===== src/rtl/pipeline_alu_pkg.sv =====
// Shared opcode encoding and flag bit positions for the pipelined ALU.
package pipeline_alu_pkg;

    typedef enum logic [3:0] {
        FUNC_ADD   = 4'd0,
        FUNC_SUB   = 4'd1,
        FUNC_MUL   = 4'd2,
        FUNC_PASSA = 4'd3,
        FUNC_PASSB = 4'd4,
        FUNC_AND   = 4'd5,
        FUNC_OR    = 4'd6,
        FUNC_XOR   = 4'd7,
        FUNC_NEGA  = 4'd8,
        FUNC_NEGB  = 4'd9,
        FUNC_SRA   = 4'd10,
        FUNC_SLA   = 4'd11
    } func_e;

    localparam int FLAG_N = 3;
    localparam int FLAG_Z = 2;
    localparam int FLAG_C = 1;
    localparam int FLAG_V = 0;

endpackage


===== src/rtl/pipeline_alu_p_if.sv =====
// Instruction issue / write-back bus of pipeline_alu_p.
// Optional flags signal present when ALU_FLAGS_EN is defined.
interface pipeline_alu_p_if #(
    parameter int DW  = 16,
    parameter int RAW = 4,
    parameter int MAW = 8
);
    logic           in_valid;
    logic [RAW-1:0] rs1;
    logic [RAW-1:0] rs2;
    logic [RAW-1:0] rd;
    logic [3:0]     func;
    logic [MAW-1:0] addr;
    logic [DW-1:0]  Z;
    logic           z_valid;
`ifdef ALU_FLAGS_EN
    logic [3:0]     flags;
`endif

    modport master (
        output in_valid, rs1, rs2, rd, func, addr,
        input  Z, z_valid
`ifdef ALU_FLAGS_EN
        , input flags
`endif
    );

    modport slave (
        input  in_valid, rs1, rs2, rd, func, addr,
        output Z, z_valid
`ifdef ALU_FLAGS_EN
        , output flags
`endif
    );
endinterface


===== src/rtl/pipeline_alu_p_alu_core.sv =====
// Combinational ALU: result and (with ALU_FLAGS_EN) raw {N,Z,C,V} flags.
module alu_core
    import pipeline_alu_pkg::*;
#(
    parameter int DW = 16
) (
    input  logic [DW-1:0] a,
    input  logic [DW-1:0] b,
    input  logic [3:0]    func,
    output logic [DW-1:0] r
`ifdef ALU_FLAGS_EN
    , output logic [3:0]  flags
`endif
);

    always_comb begin
        r = '0;
        case (func)
            FUNC_ADD:   r = a + b;
            FUNC_SUB:   r = a - b;
            FUNC_MUL:   r = a * b;
            FUNC_PASSA: r = a;
            FUNC_PASSB: r = b;
            FUNC_AND:   r = a & b;
            FUNC_OR:    r = a | b;
            FUNC_XOR:   r = a ^ b;
            FUNC_NEGA:  r = '0 - a;
            FUNC_NEGB:  r = '0 - b;
            FUNC_SRA:   r = {a[DW-1], a[DW-1:1]};
            FUNC_SLA:   r = {a[DW-2:0], 1'b0};
            default:    r = '0;
        endcase
    end

`ifdef ALU_FLAGS_EN
    // Carry detected by unsigned wrap of the sum; borrow when a < b.
    always_comb begin
        flags         = '0;
        flags[FLAG_N] = r[DW-1];
        flags[FLAG_Z] = (r == '0);
        if (func == FUNC_ADD) begin
            flags[FLAG_C] = (r < a);
            flags[FLAG_V] = (a[DW-1] == b[DW-1]) && (r[DW-1] != a[DW-1]);
        end else if (func == FUNC_SUB) begin
            flags[FLAG_C] = (a < b);
            flags[FLAG_V] = (a[DW-1] != b[DW-1]) && (r[DW-1] != a[DW-1]);
        end
    end
`endif

endmodule


===== src/rtl/pipeline_alu_p.sv =====
// Three-stage fetch / execute / write-back ALU with full RAW forwarding.
// Define ALU_FLAGS_EN to add the registered {N,Z,C,V} flags output.
module pipeline_alu_p
    import pipeline_alu_pkg::*;
#(
    parameter int DW        = 16,
    parameter int NREG      = 16,
    parameter int MEM_DEPTH = 256
) (
    input  logic          clk1,
    input  logic          rst_n,
    pipeline_alu_p_if.slave bus
);

    localparam int RAW = $clog2(NREG);
    localparam int MAW = $clog2(MEM_DEPTH);

    logic [DW-1:0]  regbank [NREG];
    logic [DW-1:0]  mem     [MEM_DEPTH];

    logic           v1;
    logic [DW-1:0]  a1, b1;
    logic [RAW-1:0] rd1;
    logic [3:0]     func1;
    logic [MAW-1:0] addr1;

    logic           v2;
    logic [DW-1:0]  r2;
    logic [RAW-1:0] rd2;
    logic [MAW-1:0] addr2;

    logic [DW-1:0]  alu_r;
    logic [DW-1:0]  opa, opb;

`ifdef ALU_FLAGS_EN
    logic [3:0]     alu_flags;
    logic [3:0]     flags2;
`endif

    alu_core #(.DW(DW)) u_alu (
        .a    (a1),
        .b    (b1),
        .func (func1),
        .r    (alu_r)
`ifdef ALU_FLAGS_EN
        , .flags(alu_flags)
`endif
    );

    // Newest producer wins; the stage-2 path also covers the same-edge regbank write.
    assign opa = (v1 && rd1 == bus.rs1) ? alu_r :
                 (v2 && rd2 == bus.rs1) ? r2    : regbank[bus.rs1];
    assign opb = (v1 && rd1 == bus.rs2) ? alu_r :
                 (v2 && rd2 == bus.rs2) ? r2    : regbank[bus.rs2];

    always_ff @(posedge clk1 or negedge rst_n) begin
        if (!rst_n) begin
            v1      <= 1'b0;
            a1      <= '0;
            b1      <= '0;
            rd1     <= '0;
            func1   <= '0;
            addr1   <= '0;
            v2      <= 1'b0;
            r2      <= '0;
            rd2     <= '0;
            addr2   <= '0;
            bus.Z       <= '0;
            bus.z_valid <= 1'b0;
`ifdef ALU_FLAGS_EN
            flags2    <= '0;
            bus.flags <= '0;
`endif
        end else begin
            v1    <= bus.in_valid;
            a1    <= opa;
            b1    <= opb;
            rd1   <= bus.rd;
            func1 <= bus.func;
            addr1 <= bus.addr;

            v2    <= v1;
            r2    <= alu_r;
            rd2   <= rd1;
            addr2 <= addr1;
`ifdef ALU_FLAGS_EN
            flags2 <= alu_flags;
`endif

            bus.z_valid <= v2;
            if (v2) begin
                bus.Z <= r2;
`ifdef ALU_FLAGS_EN
                bus.flags <= flags2;
`endif
            end
        end
    end

    // Storage is not reset; v2 is held low during reset so nothing is written.
    always_ff @(posedge clk1) begin
        if (v2) begin
            regbank[rd2] <= r2;
            mem[addr2]   <= r2;
        end
    end

endmodule

===== src/flat_wrapper.sv =====
// flat-port wrapper written by rule: the top's interface ports become plain ports
module pipeline_alu_p_flat import pipeline_alu_pkg::*;
#(
    parameter int DW        = 16,
    parameter int NREG      = 16,
    parameter int MEM_DEPTH = 256
)
  (clk1, rst_n, bus_in_valid, bus_rs1, bus_rs2, bus_rd, bus_func, bus_addr, bus_Z, bus_z_valid);
  pipeline_alu_p_if #(.DW(DW)) bus_i ();
  input  logic clk1;
  input  logic rst_n;
  input wire logic [$bits(bus_i.in_valid)-1:0] bus_in_valid;
  input wire logic [$bits(bus_i.rs1)-1:0] bus_rs1;
  input wire logic [$bits(bus_i.rs2)-1:0] bus_rs2;
  input wire logic [$bits(bus_i.rd)-1:0] bus_rd;
  input wire logic [$bits(bus_i.func)-1:0] bus_func;
  input wire logic [$bits(bus_i.addr)-1:0] bus_addr;
  output wire logic [$bits(bus_i.Z)-1:0] bus_Z;
  output wire logic [$bits(bus_i.z_valid)-1:0] bus_z_valid;
  assign bus_i.in_valid = bus_in_valid;
  assign bus_i.rs1 = bus_rs1;
  assign bus_i.rs2 = bus_rs2;
  assign bus_i.rd = bus_rd;
  assign bus_i.func = bus_func;
  assign bus_i.addr = bus_addr;
  assign bus_Z = bus_i.Z;
  assign bus_z_valid = bus_i.z_valid;
  pipeline_alu_p #(.DW(DW), .NREG(NREG), .MEM_DEPTH(MEM_DEPTH)) u_core (.clk1(clk1), .rst_n(rst_n), .bus(bus_i));
endmodule

===== config.mk =====
export PLATFORM = sky130hd
export DESIGN_NAME = pipeline_alu_p_flat
export DESIGN_NICKNAME = d
export VERILOG_FILES = /design/src/rtl/pipeline_alu_pkg.sv /design/src/rtl/pipeline_alu_p_if.sv /design/src/rtl/pipeline_alu_p_alu_core.sv /design/src/rtl/pipeline_alu_p.sv /design/src/flat_wrapper.sv
export SDC_FILE = /design/constraint.sdc
export NUM_CORES = 1
export LEC_CHECK = 0
export ABC_CLOCK_PERIOD_IN_PS = 8000
export BUFFER_PORTS_ARGS = -buffer_cell sky130_fd_sc_hd__buf_2
export CAP_MARGIN = 40
export CORE_ASPECT_RATIO = 0.5
export CORE_UTILIZATION = 45
export CTS_BUF_LIST = sky130_fd_sc_hd__clkbuf_4 sky130_fd_sc_hd__clkbuf_8 sky130_fd_sc_hd__clkbuf_16
export DETAILED_ROUTE_END_ITERATION = 12
export PLACE_DENSITY = 0.67
export SLEW_MARGIN = 0
export SYNTH_ARGS = -nofsm -noshare
export SYNTH_HDL_FRONTEND = slang
export SYNTH_HIERARCHICAL = 1
export SYNTH_SLANG_ARGS = --single-unit

===== constraint.sdc =====
create_clock -name clk1 -period 8 [get_ports clk1]
set_input_delay 0.8 -clock clk1 [delete_from_list [all_inputs] [get_ports clk1]]
set_output_delay 0.8 -clock clk1 [all_outputs]
set_load 0.02 [all_outputs]

==> impl.org <==
** Outcome
- Result of the run :: finished clean

** Clocking
- Post-CTS sizing :: 0
- CTS H-tree lvls :: 2
- Hold_buf cts :: 0
- The clock reaches the later pin of the worst-skew pair after 0.53 ns.
- Buffer levels on the longest clock path :: 3
- The number of clock buffers added by TritonCTS is 34.
- CTS tree :: done
- Clock Sinks :: 335
- Post-CTS Setup Repair Bufs :: 0
- After clock tree synthesis, the clock-pin slew on the worst setup and hold paths is 0.06 ns.
- Clock tree synthesis selected as its root buffer the cell sky130_fd_sc_hd__clkbuf_16.

** Synthesis
- Synthesis inferred 335 register bits.
- Unique cell type count in the Yosys netlist :: 72
- Mapped Area :: 0.02180 sq mm
- Net count after synthesis :: 1937
- The share of the Yosys chip area taken by registers is 0.4432.
- Number of enable flip-flop cells after synthesis :: 256
- Instance count of the mapped netlist :: 1731
- After synthesis, the mean cell area works out to 12.60 sq um.
- Post-synth top flop :: sky130_fd_sc_hd__edfxtp_1
- Synthesis warning total :: 6
- Synth async-reset ratio :: 0.2358

** Cells and area
- Number of standard cells in the layout, taps in and fillers out :: 2403
- Area growth from synthesis to layout :: 9.715%
- Number of diodes :: 0
- In the final layout, the share of cells above drive strength 1 is 0.1739.
- Summed area of non-filler cells in the final layout :: 0.02392 sq mm
- Total Nets Final :: 1945

** Global routing
- Entering global routing, the biggest net connects 59 pins.
- Initial antenna violation count :: 0
- Total Routing Usage GR :: 0.2431
- Wire length of the first global-routing pass :: 90.84 mm
- The number of global-route vias before repair came to 14654.
- Remaining global-route overflow :: 0

** Setup path
- Length in cells of the worst reg-to-reg path :: 21
- Launching point of the worst reg2reg path :: u_core/b1[6]$_DFF_PN0_
- In this run the worst setup path begins at u_core/b1[6]$_DFF_PN0_.
- Kind of critical path :: register to register
- Worst setup EP type :: register
- Crit start category :: register
- CP arrival :: 7.16 ns
- Required time at the worst-slack endpoint :: 8.41 ns
- For flop-to-flop paths, the worst setup slack is 1.25 ns.
- In this run the critical register-to-register path is captured at u_core/a1[14]$_DFF_PN0_.
- Along the worst path, the maximum fanout reaches 10.

** STA
- Post-layout min period :: 6.755 ns
- The number of pins with negative max-slew slack in the final report is 0.
- Setup repair after global routing left no endpoint under its margin.
- Post-route worst setup slack :: 1.245 ns
- Number of endpoints failing setup at the final stage :: 0
- Highest achievable clock rate :: 148.0 MHz
- Headroom to the max-slew limit came out at 0.4092.
- After routing, the total negative slack on setup checks comes to 0 ns.
- The final count of hold timing violations came to 0.
- Worst Tran Pin Value :: 0.8862 ns
- In the finished design, the share of the clock period the worst path needs comes to 0.8443.
- Worst clock skew :: 0.01572 ns

** Drt
- Detailed-routing iteration count for the pre-antenna-repair pass :: 7
- In the routed design, unresolved DRC markers number 0.
- Wire length reported by the detailed router :: 59.19 mm
- DR WL/cell :: 24.63 um
- After the first detailed-routing iteration, the DRC count stood at 1780.
- After detailed routing, the number of vias per cell comes to 6.192.
- In this run the remaining antenna-violating nets after routing total 0.
- The routed layout has 14879 vias.

** Power and ir drop
- For this design the static power due to leakage is 0.009361 uW.
- Power per Cell Area :: 369.4 mW/mm^2
- Maximum vdd ir drop :: 0.0003852 V

** Placed design
- At the end of routability-driven placement, the weighted congestion stood at 0.9527.
- The wire-length estimate of the detail-placed layout is 39.07 mm.
- Post-Place Cell Area :: 0.02272 sq mm
- Prior to clock tree synthesis, the placed netlist has a worst setup slack of 1.293 ns.
- Input and output buffers added on the ports amount to 35.
- Inst Count DP :: 2341

** Die
- Die extent in x :: 313.3 um
- 44 I/O pins were placed.
- The total area inside the core boundary comes to 0.04730 sq mm.
- The initialized floorplan defines 56 standard-cell rows.
- In this run the vertical extent of the chip is 157.7 um.
- For this configuration, the core starts out at a cell density of 0.4610.
- Die Outline Area :: 0.04939 sq mm

** Flow run
- The tool flagged a number of max-cap violations equal to 0.

** Worst hold path
- The min-delay analysis places its worst path in the category primary input to async pin.
[power breakdown]
| group | internal (uW) | leakage [uW] | switching, uW |
|---|---|---|---|
| logic | 1990 | 0.00547 | 2730 |
| clock network | 993 | 0.000597 | 666 |
| registers | 2140 | 0.00330 | 319 |
[state kept, by name (all words and copies together) (netlist names)]
register,count
u_core/bus.Z,16
u_core/rd1,4
u_core/a1,16
u_core/rd2,4
u_core/v1,1
u_core/func1,4
u_core/b1,16
u_core/r2,16
u_core/regbank,256
u_core/v2,1
u_core/bus.z_valid,1
[cell families after synthesis]
logic type / after synthesis / share of synthesized area
xor gates and xnor gates: 93 / 0.03736
and+or+nand+nor: 386 / 0.08234
DFF: 335 / 0.4432
buffers and inverters: 266 / 0.05417
AOI/OAI and AO/OA: 253 / 0.08533
muxes: 219 / 0.1670
adders and majority gates: 179 / 0.1306
[metrics by stage]
step	hold slack (ns)	total power, uW	utilization
finish	0.1872	8837	0.5058
floorplan	0.3731	5870	-
detailed placement	0.4375	7151	0.4803
global route	0.1963	9550	0.5058
CTS	0.1806	8843	0.5058
global placement	0.4381	7064	0.4769
[how the worst max path moves through the flow]
stage / to / cells past startpoint
detailed placement: u_core/a1[14]$_DFF_PN0_ / 21
finish: u_core/a1[14]$_DFF_PN0_ / 21
floorplan: u_core/a1[14]$_DFF_PN0_ / 22
global route: u_core/a1[14]$_DFF_PN0_ / 21
CTS: u_core/a1[14]$_DFF_PN0_ / 21
global placement: u_core/a1[14]$_DFF_PN0_ / 21
[cell usage after synthesis, types with 4 or more instances]
cell                       number  share of area
sky130_fd_sc_hd__edfxtp_1     256           0.35
sky130_fd_sc_hd__inv_1        144          0.025
sky130_fd_sc_hd__nand2_1      134          0.023
sky130_fd_sc_hd__nor2_1       120          0.021
sky130_fd_sc_hd__ha_1          98          0.056
sky130_fd_sc_hd__fa_1          81          0.074
sky130_fd_sc_hd__dfrtp_1       79          0.091
sky130_fd_sc_hd__mux2i_1       71          0.033
sky130_fd_sc_hd__o21ai_0       64          0.015
sky130_fd_sc_hd__xnor2_1       62          0.025
sky130_fd_sc_hd__mux4_2        54          0.056
sky130_fd_sc_hd__clkbuf_1      51         0.0088
sky130_fd_sc_hd__a221oi_1      49          0.020
sky130_fd_sc_hd__mux2_2        49          0.025
sky130_fd_sc_hd__mux4_1        42          0.051
sky130_fd_sc_hd__a21oi_1       39         0.0090
sky130_fd_sc_hd__nand4_1       37          0.011
sky130_fd_sc_hd__buf_2         32         0.0073
sky130_fd_sc_hd__xor2_1        31          0.012
sky130_fd_sc_hd__nor3_1        26         0.0060
sky130_fd_sc_hd__o221a_2       23          0.012
sky130_fd_sc_hd__buf_6         15         0.0077
sky130_fd_sc_hd__nand3_1       15         0.0034
sky130_fd_sc_hd__a22oi_1       12         0.0041
sky130_fd_sc_hd__a222oi_1      11         0.0050
sky130_fd_sc_hd__nand2b_1      10         0.0029
sky130_fd_sc_hd__o211ai_1      10         0.0034
sky130_fd_sc_hd__o221a_1        9         0.0046
sky130_fd_sc_hd__clkinv_1       8         0.0014
sky130_fd_sc_hd__buf_1          7         0.0012
sky130_fd_sc_hd__nor2b_1        7         0.0020
sky130_fd_sc_hd__a21o_1         6         0.0021
sky130_fd_sc_hd__buf_4          5         0.0017
sky130_fd_sc_hd__nand3b_1       5         0.0017
sky130_fd_sc_hd__o21a_1         5         0.0017
sky130_fd_sc_hd__or3_1          4         0.0011
[cell type report]
type                       count  area (sq um)
clock buffer                  49          1054
clock inverter                13         151.4
fill                        4003         23370
inverter                     153         574.3
multi-input combinational   1130         11040
sequential                   335          9664
tap                          638         798.3
timing repair buffer          85         641.9
[worst max-delay path: stages, from the launching register on]
cell and delay (ns):
sky130_fd_sc_hd__dfrtp_1 0.68, sky130_fd_sc_hd__clkinv_1 0.45, sky130_fd_sc_hd__nor2_1 0.23, sky130_fd_sc_hd__fa_1 0.45, sky130_fd_sc_hd__inv_1 0.08, sky130_fd_sc_hd__fa_1 0.43
sky130_fd_sc_hd__fa_1 0.50, sky130_fd_sc_hd__fa_1 0.54, sky130_fd_sc_hd__inv_1 0.05, sky130_fd_sc_hd__fa_1 0.47, sky130_fd_sc_hd__inv_1 0.05, sky130_fd_sc_hd__fa_1 0.48
sky130_fd_sc_hd__inv_1 0.05, sky130_fd_sc_hd__ha_1 0.33, sky130_fd_sc_hd__a21o_1 0.21, sky130_fd_sc_hd__nor3_1 0.11, sky130_fd_sc_hd__o21ai_0 0.13, sky130_fd_sc_hd__nand3_1 0.15
sky130_fd_sc_hd__mux2_2 0.37, sky130_fd_sc_hd__a211oi_1 0.30, sky130_fd_sc_hd__o211ai_1 0.23, sky130_fd_sc_hd__o221a_2 0.33
[placed cells by master, fill, tap and decap left out, types with 13 or more instances in the layout]
master and n:
sky130_fd_sc_hd__mux2_2 49, sky130_fd_sc_hd__nand4_1 37, sky130_fd_sc_hd__a21oi_1 39, sky130_fd_sc_hd__dfrtp_1 79, sky130_fd_sc_hd__nand3_1 15, sky130_fd_sc_hd__edfxtp_1 256
sky130_fd_sc_hd__clkbuf_16 37, sky130_fd_sc_hd__nor2_1 107, sky130_fd_sc_hd__nor2_2 13, sky130_fd_sc_hd__a221oi_1 49, sky130_fd_sc_hd__xnor2_1 62, sky130_fd_sc_hd__nand2_1 134
sky130_fd_sc_hd__buf_2 31, sky130_fd_sc_hd__mux4_1 42, sky130_fd_sc_hd__fa_1 81, sky130_fd_sc_hd__o21ai_0 64, sky130_fd_sc_hd__mux4_2 54, sky130_fd_sc_hd__o221a_2 23
sky130_fd_sc_hd__xor2_1 31, sky130_fd_sc_hd__nor3_1 21, sky130_fd_sc_hd__inv_1 143, sky130_fd_sc_hd__buf_4 45, sky130_fd_sc_hd__mux2i_1 71, sky130_fd_sc_hd__ha_1 98
[per-layer routing]
metal	vias up	track usage	wire length (um)
met4	0	0.06783	1359
met2	763	0.3886	26770
li1	6482	-	-
met3	113	0.04008	5545
met5	-	0	0
met1	7521	0.3446	25520
No activity file was read; power rests on OpenSTA's default activity.
